## src/rtl/uart_sample_rx.sv

```systemverilog
// uart_sample_rx
// ---------------------------------------------------------------------------
// Receive side of the UART sample-streaming link. Deserialises 8N1 bytes
// from rx and parses the 5-byte frame "C", "H", '0'+ch, MSB, LSB. Each
// decoded 16-bit signed sample is latched into the output register of its
// channel.
//
// Ports:
//   clk           system clock
//   rst           synchronous active-high reset
//   rx            asynchronous serial input, idle high
//   sample_out0-3 last signed sample decoded for channels 0..3
//   sample_valid  one-cycle pulse when a sample_outN register is written
//   sample_ch     channel of the most recent update (held between pulses)
//   frame_err     one-cycle pulse when a stop bit is sampled low
//   sync_err      one-cycle pulse when the parser discards a partial header
//
// Optional build macro: SAMPLE_RX_TIMEOUT_EN
//   Adds an inter-byte gap counter. If a frame is partially received and
//   the line stays idle for TIMEOUT_BITS bit periods, the parser returns to
//   its hunt state and pulses sync_err once.
// ---------------------------------------------------------------------------
module uart_sample_rx #(
  parameter int CLK_FREQ     = 12_000_000,
  parameter int BAUD         = 115200,
  parameter int TIMEOUT_BITS = 20
) (
  input  logic               clk,
  input  logic               rst,
  input  logic               rx,
  output logic signed [15:0] sample_out0,
  output logic signed [15:0] sample_out1,
  output logic signed [15:0] sample_out2,
  output logic signed [15:0] sample_out3,
  output logic               sample_valid,
  output logic [1:0]         sample_ch,
  output logic               frame_err,
  output logic               sync_err
);

  localparam int DIV   = CLK_FREQ / BAUD;
  localparam int CNT_W = $clog2(DIV + 1);
  localparam logic [CNT_W-1:0] CNT_HALF = CNT_W'(DIV / 2);
  localparam logic [CNT_W-1:0] CNT_LAST = CNT_W'(DIV - 1);

  localparam logic [7:0] CHAR_C  = 8'h43;
  localparam logic [7:0] CHAR_H  = 8'h48;
  localparam logic [7:0] CHAR_0  = 8'h30;
  localparam logic [7:0] CHAR_3  = 8'h33;

  typedef enum logic [2:0] {
    RX_IDLE,
    RX_START,
    RX_DATA,
    RX_STOP,
    RX_BREAK
  } rx_state_t;

  typedef enum logic [2:0] {
    P_C,
    P_H,
    P_ID,
    P_MSB,
    P_LSB
  } p_state_t;

  // Two-flop synchroniser; everything downstream uses rxs_q only.
  logic rx_meta_q;
  logic rxs_q;

  // Bit-level receiver
  rx_state_t        rx_state_q, rx_state_d;
  logic [CNT_W-1:0] cnt_q, cnt_d;
  logic [2:0]       bit_idx_q, bit_idx_d;
  logic [7:0]       shift_q, shift_d;
  logic             byte_stb_q, byte_stb_d;
  logic             frame_err_q, frame_err_d;

  // Frame parser
  p_state_t           p_state_q, p_state_d;
  logic [1:0]         ch_q, ch_d;
  logic [7:0]         msb_q, msb_d;
  logic signed [15:0] sample_q [4];
  logic signed [15:0] sample_d [4];
  logic [1:0]         sample_ch_q, sample_ch_d;
  logic               sample_valid_q, sample_valid_d;
  logic               sync_err_q, sync_err_d;

  logic               timeout_hit;

`ifdef SAMPLE_RX_TIMEOUT_EN
  localparam int GAP_LIMIT = TIMEOUT_BITS * DIV;
  localparam int GAP_W     = $clog2(GAP_LIMIT + 1);
  localparam logic [GAP_W-1:0] GAP_MAX = GAP_W'(GAP_LIMIT);

  logic [GAP_W-1:0] gap_q, gap_d;

  // Saturates at the limit so the timeout cannot wrap and fire again;
  // the parser only leaves P_C on a byte strobe, which clears the gap.
  always_comb begin
    gap_d = gap_q;
    if (byte_stb_q) begin
      gap_d = '0;
    end else if (rx_state_q == RX_IDLE && gap_q != GAP_MAX) begin
      gap_d = gap_q + 1'b1;
    end
  end

  always_ff @(posedge clk) begin
    if (rst) begin
      gap_q <= '0;
    end else begin
      gap_q <= gap_d;
    end
  end

  assign timeout_hit = (gap_q == GAP_MAX) && (p_state_q != P_C);
`else
  assign timeout_hit = 1'b0;
`endif

  // -------------------------------------------------------------------------
  // Receiver next-state logic
  // -------------------------------------------------------------------------
  always_comb begin
    rx_state_d  = rx_state_q;
    cnt_d       = cnt_q;
    bit_idx_d   = bit_idx_q;
    shift_d     = shift_q;
    byte_stb_d  = 1'b0;
    frame_err_d = 1'b0;

    unique case (rx_state_q)
      RX_IDLE: begin
        cnt_d = '0;
        if (!rxs_q) begin
          rx_state_d = RX_START;
        end
      end

      // Re-check the line half a bit in: a high here means the falling
      // edge was a glitch, so drop back silently.
      RX_START: begin
        if (cnt_q == CNT_HALF) begin
          cnt_d     = '0;
          bit_idx_d = '0;
          rx_state_d = rxs_q ? RX_IDLE : RX_DATA;
        end else begin
          cnt_d = cnt_q + 1'b1;
        end
      end

      RX_DATA: begin
        if (cnt_q == CNT_LAST) begin
          cnt_d   = '0;
          shift_d = {rxs_q, shift_q[7:1]};
          if (bit_idx_q == 3'd7) begin
            rx_state_d = RX_STOP;
          end else begin
            bit_idx_d = bit_idx_q + 1'b1;
          end
        end else begin
          cnt_d = cnt_q + 1'b1;
        end
      end

      RX_STOP: begin
        if (cnt_q == CNT_LAST) begin
          cnt_d = '0;
          if (rxs_q) begin
            byte_stb_d = 1'b1;
            rx_state_d = RX_IDLE;
          end else begin
            frame_err_d = 1'b1;
            rx_state_d  = RX_BREAK;
          end
        end else begin
          cnt_d = cnt_q + 1'b1;
        end
      end

      // Line held low past the stop bit: wait for it to return high so the
      // low level is not mistaken for a new start bit.
      RX_BREAK: begin
        cnt_d = '0;
        if (rxs_q) begin
          rx_state_d = RX_IDLE;
        end
      end

      default: begin
        rx_state_d = RX_IDLE;
        cnt_d      = '0;
      end
    endcase
  end

  // -------------------------------------------------------------------------
  // Parser next-state logic. shift_q still holds the completed byte in the
  // cycle byte_stb_q is high, because the receiver is back in IDLE.
  // -------------------------------------------------------------------------
  always_comb begin
    p_state_d      = p_state_q;
    ch_d           = ch_q;
    msb_d          = msb_q;
    sample_d       = sample_q;
    sample_ch_d    = sample_ch_q;
    sample_valid_d = 1'b0;
    sync_err_d     = 1'b0;

    if (frame_err_q) begin
      p_state_d = P_C;
    end else if (byte_stb_q) begin
      unique case (p_state_q)
        P_C: begin
          if (shift_q == CHAR_C) begin
            p_state_d = P_H;
          end
        end

        P_H: begin
          if (shift_q == CHAR_H) begin
            p_state_d = P_ID;
          end else if (shift_q == CHAR_C) begin
            p_state_d = P_H;
          end else begin
            p_state_d  = P_C;
            sync_err_d = 1'b1;
          end
        end

        P_ID: begin
          if (shift_q >= CHAR_0 && shift_q <= CHAR_3) begin
            ch_d      = shift_q[1:0];
            p_state_d = P_MSB;
          end else if (shift_q == CHAR_C) begin
            p_state_d  = P_H;
            sync_err_d = 1'b1;
          end else begin
            p_state_d  = P_C;
            sync_err_d = 1'b1;
          end
        end

        // Payload bytes are taken as-is; 0x43 is a legal data value here.
        P_MSB: begin
          msb_d     = shift_q;
          p_state_d = P_LSB;
        end

        P_LSB: begin
          sample_d[ch_q] = {msb_q, shift_q};
          sample_ch_d    = ch_q;
          sample_valid_d = 1'b1;
          p_state_d      = P_C;
        end

        default: begin
          p_state_d = P_C;
        end
      endcase
    end else if (timeout_hit) begin
      p_state_d  = P_C;
      sync_err_d = 1'b1;
    end
  end

  // -------------------------------------------------------------------------
  // State registers
  // -------------------------------------------------------------------------
  always_ff @(posedge clk) begin
    if (rst) begin
      rx_meta_q      <= 1'b1;
      rxs_q          <= 1'b1;
      rx_state_q     <= RX_IDLE;
      cnt_q          <= '0;
      bit_idx_q      <= '0;
      shift_q        <= '0;
      byte_stb_q     <= 1'b0;
      frame_err_q    <= 1'b0;
      p_state_q      <= P_C;
      ch_q           <= '0;
      msb_q          <= '0;
      sample_ch_q    <= '0;
      sample_valid_q <= 1'b0;
      sync_err_q     <= 1'b0;
      for (int i = 0; i < 4; i++) begin
        sample_q[i] <= '0;
      end
    end else begin
      rx_meta_q      <= rx;
      rxs_q          <= rx_meta_q;
      rx_state_q     <= rx_state_d;
      cnt_q          <= cnt_d;
      bit_idx_q      <= bit_idx_d;
      shift_q        <= shift_d;
      byte_stb_q     <= byte_stb_d;
      frame_err_q    <= frame_err_d;
      p_state_q      <= p_state_d;
      ch_q           <= ch_d;
      msb_q          <= msb_d;
      sample_ch_q    <= sample_ch_d;
      sample_valid_q <= sample_valid_d;
      sync_err_q     <= sync_err_d;
      for (int i = 0; i < 4; i++) begin
        sample_q[i] <= sample_d[i];
      end
    end
  end

  assign sample_out0  = sample_q[0];
  assign sample_out1  = sample_q[1];
  assign sample_out2  = sample_q[2];
  assign sample_out3  = sample_q[3];
  assign sample_ch    = sample_ch_q;
  assign sample_valid = sample_valid_q;
  assign frame_err    = frame_err_q;
  assign sync_err     = sync_err_q;

endmodule

```

## config.mk

```make
export PLATFORM = sky130hd
export DESIGN_NAME = uart_sample_rx
export DESIGN_NICKNAME = d
export VERILOG_FILES = /design/src/rtl/uart_sample_rx.sv
export SDC_FILE = /design/constraint.sdc
export NUM_CORES = 1
export LEC_CHECK = 0
export CELL_PAD_IN_SITES_DETAIL_PLACEMENT = 1
export CELL_PAD_IN_SITES_GLOBAL_PLACEMENT = 2
export CORE_UTILIZATION = 34
export DETAILED_ROUTE_END_ITERATION = 6
export PLACE_DENSITY = 0.84
export RECOVER_POWER = 50
export SLEW_MARGIN = 5
export SYNTH_ARGS = -nofsm -noshare
export SYNTH_HDL_FRONTEND = slang
export SYNTH_SLANG_ARGS = --single-unit
```

## constraint.sdc

```tcl
create_clock -name clk -period 5 [get_ports clk]
set_input_delay 0.75 -clock clk [delete_from_list [all_inputs] [get_ports clk]]
set_output_delay 0.75 -clock clk [all_outputs]
set_load 0.02 [all_outputs]
```

==> reports/qor.txt <==
Die Height - 113.4 um
Initial drt markers - 105
Vias/cell - 4.903
Cell repeated most along the worst path - nor2_1
Clock slew seen by the registers of the worst setup and hold paths - 70 ps
HP Class - reg2reg
Slew at the pin closest to its max-slew limit - 1609 ps
Filler Cell Count - 1416
Residual DRC - 0
Post-place instance area - 4938 sq um
Nets - 543
Count of final max-slew check failures - 36
# hold bufs at CTS - 0
Via count of the routed design - 3476
Category of cells accounting for the largest share of critical-path delay - buffers and inverters
Most used flip-flop cell after synthesis - dfxtp_1
ANT cells - 0
P per Cell Area - 301.7 nW/um^2
Fraction of the yosys area taken by sequential cells - 50.28%
Number of nets with antenna violations after detailed routing - 0
Highest net fanout along the worst path - 35
Clock tree from TritonCTS - yes
Max-capacitance violation count - 1
Drt total wl - 11110 um
CORE AREA - 12060 sq um
Cells traversed along the worst timing path - clkbuf_1 -> nor2_1 -> nand2_1 -> a2bb2oi_1 -> nor2_1
Post-DR wirelength/cell - 15.67 um
Area enclosed by the die boundary - 12860 sq um
Maximum vdd drop - 0.0001702 V
Hold Slack - 418.5 ps
Top cells by area in the synthesized netlist - dfxtp_1 (50%), nand2_1 (12%), a21oi_1 (7.9%), mux2i_1 (4.3%), nor2_1 (2.9%)
Total leakage power - 1.875 nW
Cell area after synthesis - 4220 sq um
Fraction of final layout cells with drive strength greater than 1 - 5.360%
Post-synthesis cell count - 493
Area growth syn-to-layout - 23.98%
Largest net degree at the start of global routing - 63
Violated checks - capacitance limit, slew limit
Die X - 113.4 um
CTS buffer count - 9
Ports placed on the boundary - 72
Overall power after layout - 1.579 mW
Setup repair after global routing missed its margin - no
Count of final setup violators - 0
All-layer global routing usage - 18.41%
Proportion of synthesized flip-flops having asynchronous set or reset - 0%
RePlAce Congestion - 0.7589
Sort of element at the end of the critical path - register
Antenna violations before repair - 0
Biggest area consumer among synthesized cells - dfxtp_1
Setup TNS - 0 ps
TritonRoute pass-1 iters - 4
Worst setup path category - in2reg
Number of gates given a new drive strength after cts - 0
Post-route standard cell area excluding fillers - 5233 sq um
First-pass GRT wire length - 18210 um
Standard-cell rows - 40
Arrival time at the worst endpoint - 2910 ps
Count of buffer and inverter cells on the critical path - 1
Number of enable-type register cells in the synthesized netlist - 0
Worst-case clock buffer depth - 2
Unique masters post-synth - 51
Post CTS Setup Buffer Count - 0
Category of the worst setup path launch point - input port
Minimum setup slack in the final design - 2316 ps
Half-perimeter wire length after placement - 7455 um
Relative slew margins - -7.259%
Count of yosys warnings during synthesis - 0
Fmax - 372.6 MHz
Aggregate global routing overflow - 0
Number of hold violations in the final report - 0
Average cell area after synthesis - 8.560 sq um
Largest clock skew in the final design - 6.549 ps
Core Util, Final - 43.38%
Worst slack at placement - 2610 ps
Via count of the first global-routing pass - 3526
Count of port buffers added during placement - 71
Slowest stage cell, crit path - clkbuf_1
Clock network latency to the later pin of the worst-skew pair - 350 ps
Clock tree sinks - 106
Level count of the clock H-tree - 3
Initial cell density of the core - 34.99%
Run status - complete, but fails checks
Number of cells in the finished layout apart from fillers - 709
Flop and latch count out of synthesis - 106
Number of placed instances, taps included - 693
Cell at the root of the clock tree - clkbuf_16
Final period demand of the worst path - 2684 ps
Final critical-path share of the clock period - 53.67%
Number of nets in the synthesized netlist - 500
Largest incremental delay on the critical path - 1140 ps
Worst Path Required - 5220 ps
Yosys top cell area share - 50.28%
==> where the power goes <==
part | switching, mW | leakage [nW] | total, mW | internal, mW
registers | 0.00238 | 0.854 | 0.847 | 0.845
clock network | 0.322 | 0.140 | 0.712 | 0.390
logic | 0.0154 | 0.881 | 0.0193 | 0.00398
==> final timing paths <==
kind	start	to	slack, ps	depth (start not counted)
worst max-delay path	rst	cnt_q[4]	2320	5
worst max register to register	byte_stb_q	sample_out2[15]	2600	4
worst min register to register	rx_meta_q	rxs_q	420	1
worst min-delay path	rx_meta_q	rxs_q	420	1
==> synthesized netlist by cell type, types with 2 or more instances <==
master and count:
mux2i_1 18, inv_1 4, nor4b_4 2, dfxtp_1 106, nor3_1 6, and4b_1 2, xor2_1 5, a21boi_0 3
nor2b_1 2, buf_4 3, or2_2 2, a21oi_1 67, nand4b_1 4, ha_1 4, nor2_1 33, a31o_2 3
nor4b_1 2, nand4_1 4, nor3b_1 4, and2_1 5, buf_6 5, clkbuf_1 27, nand3b_1 3, buf_2 5
nand2b_1 2, nand3_1 6, o21ai_0 6, and3b_1 2, nand2_1 134, a31oi_1 3
==> placed cells by master (no fill, tap or decap), types with 3 or more instances in the layout <==
cell type and count:
nand4b_1 4, nor3b_1 4, ha_1 4, dlygate4sd3_1 53
a31o_2 3, a21boi_0 3, nand3_1 6, clkdlybuf4s50_1 17
nand2_1 134, and2_1 5, nand3b_1 3, inv_1 4
nor3_1 6, clkbuf_16 9, a21oi_1 67, a31oi_1 3
nand4_1 4, mux2i_1 18, nor2_1 33, o21ai_0 7
dfxtp_1 106, xor2_1 5
==> cells by family after synthesis <==
family,share of synthesized area [%]
muxes,4.269
AOI/OAI and AO/OA,12.01
buffers and inverters,5.218
DFF,50.28
xor gates and xnor gates,1.245
adders and majority gates,1.186
and+or+nand+nor,25.79
==> sequential cells by signal (all words and copies together), names as in the netlist, 3 cells and up <==
name,cells
bit_idx_q,3
sample_out3,16
rx_state_q,3
sample_out2,16
sample_out1,16
p_state_q,3
sample_out0,16
msb_q,8
shift_q,8
cnt_q,7
==> final cells by class <==
type                            instances  area [sq um]  area share (%)
Sequential cell                       106          2122           40.55
Inverter                                4         15.01          0.2869
Clock buffer                           10         229.0           4.376
Timing Repair Buffer                   72         711.9           13.61
Multi-Input combinational cell        343          1878           35.89
Tap cell                              168         210.2           4.017
Clock inverter                          6         66.31           1.267
==> routing by layer <==
metal / global-route usage, % / wire length [um]
met1: 23.35 / 5122
met2: 31.37 / 5435
met3: 3.401 / 381
met4: 6.491 / 172
met5: 0 / 0
No activity file was read; power rests on OpenSTA's default activity.
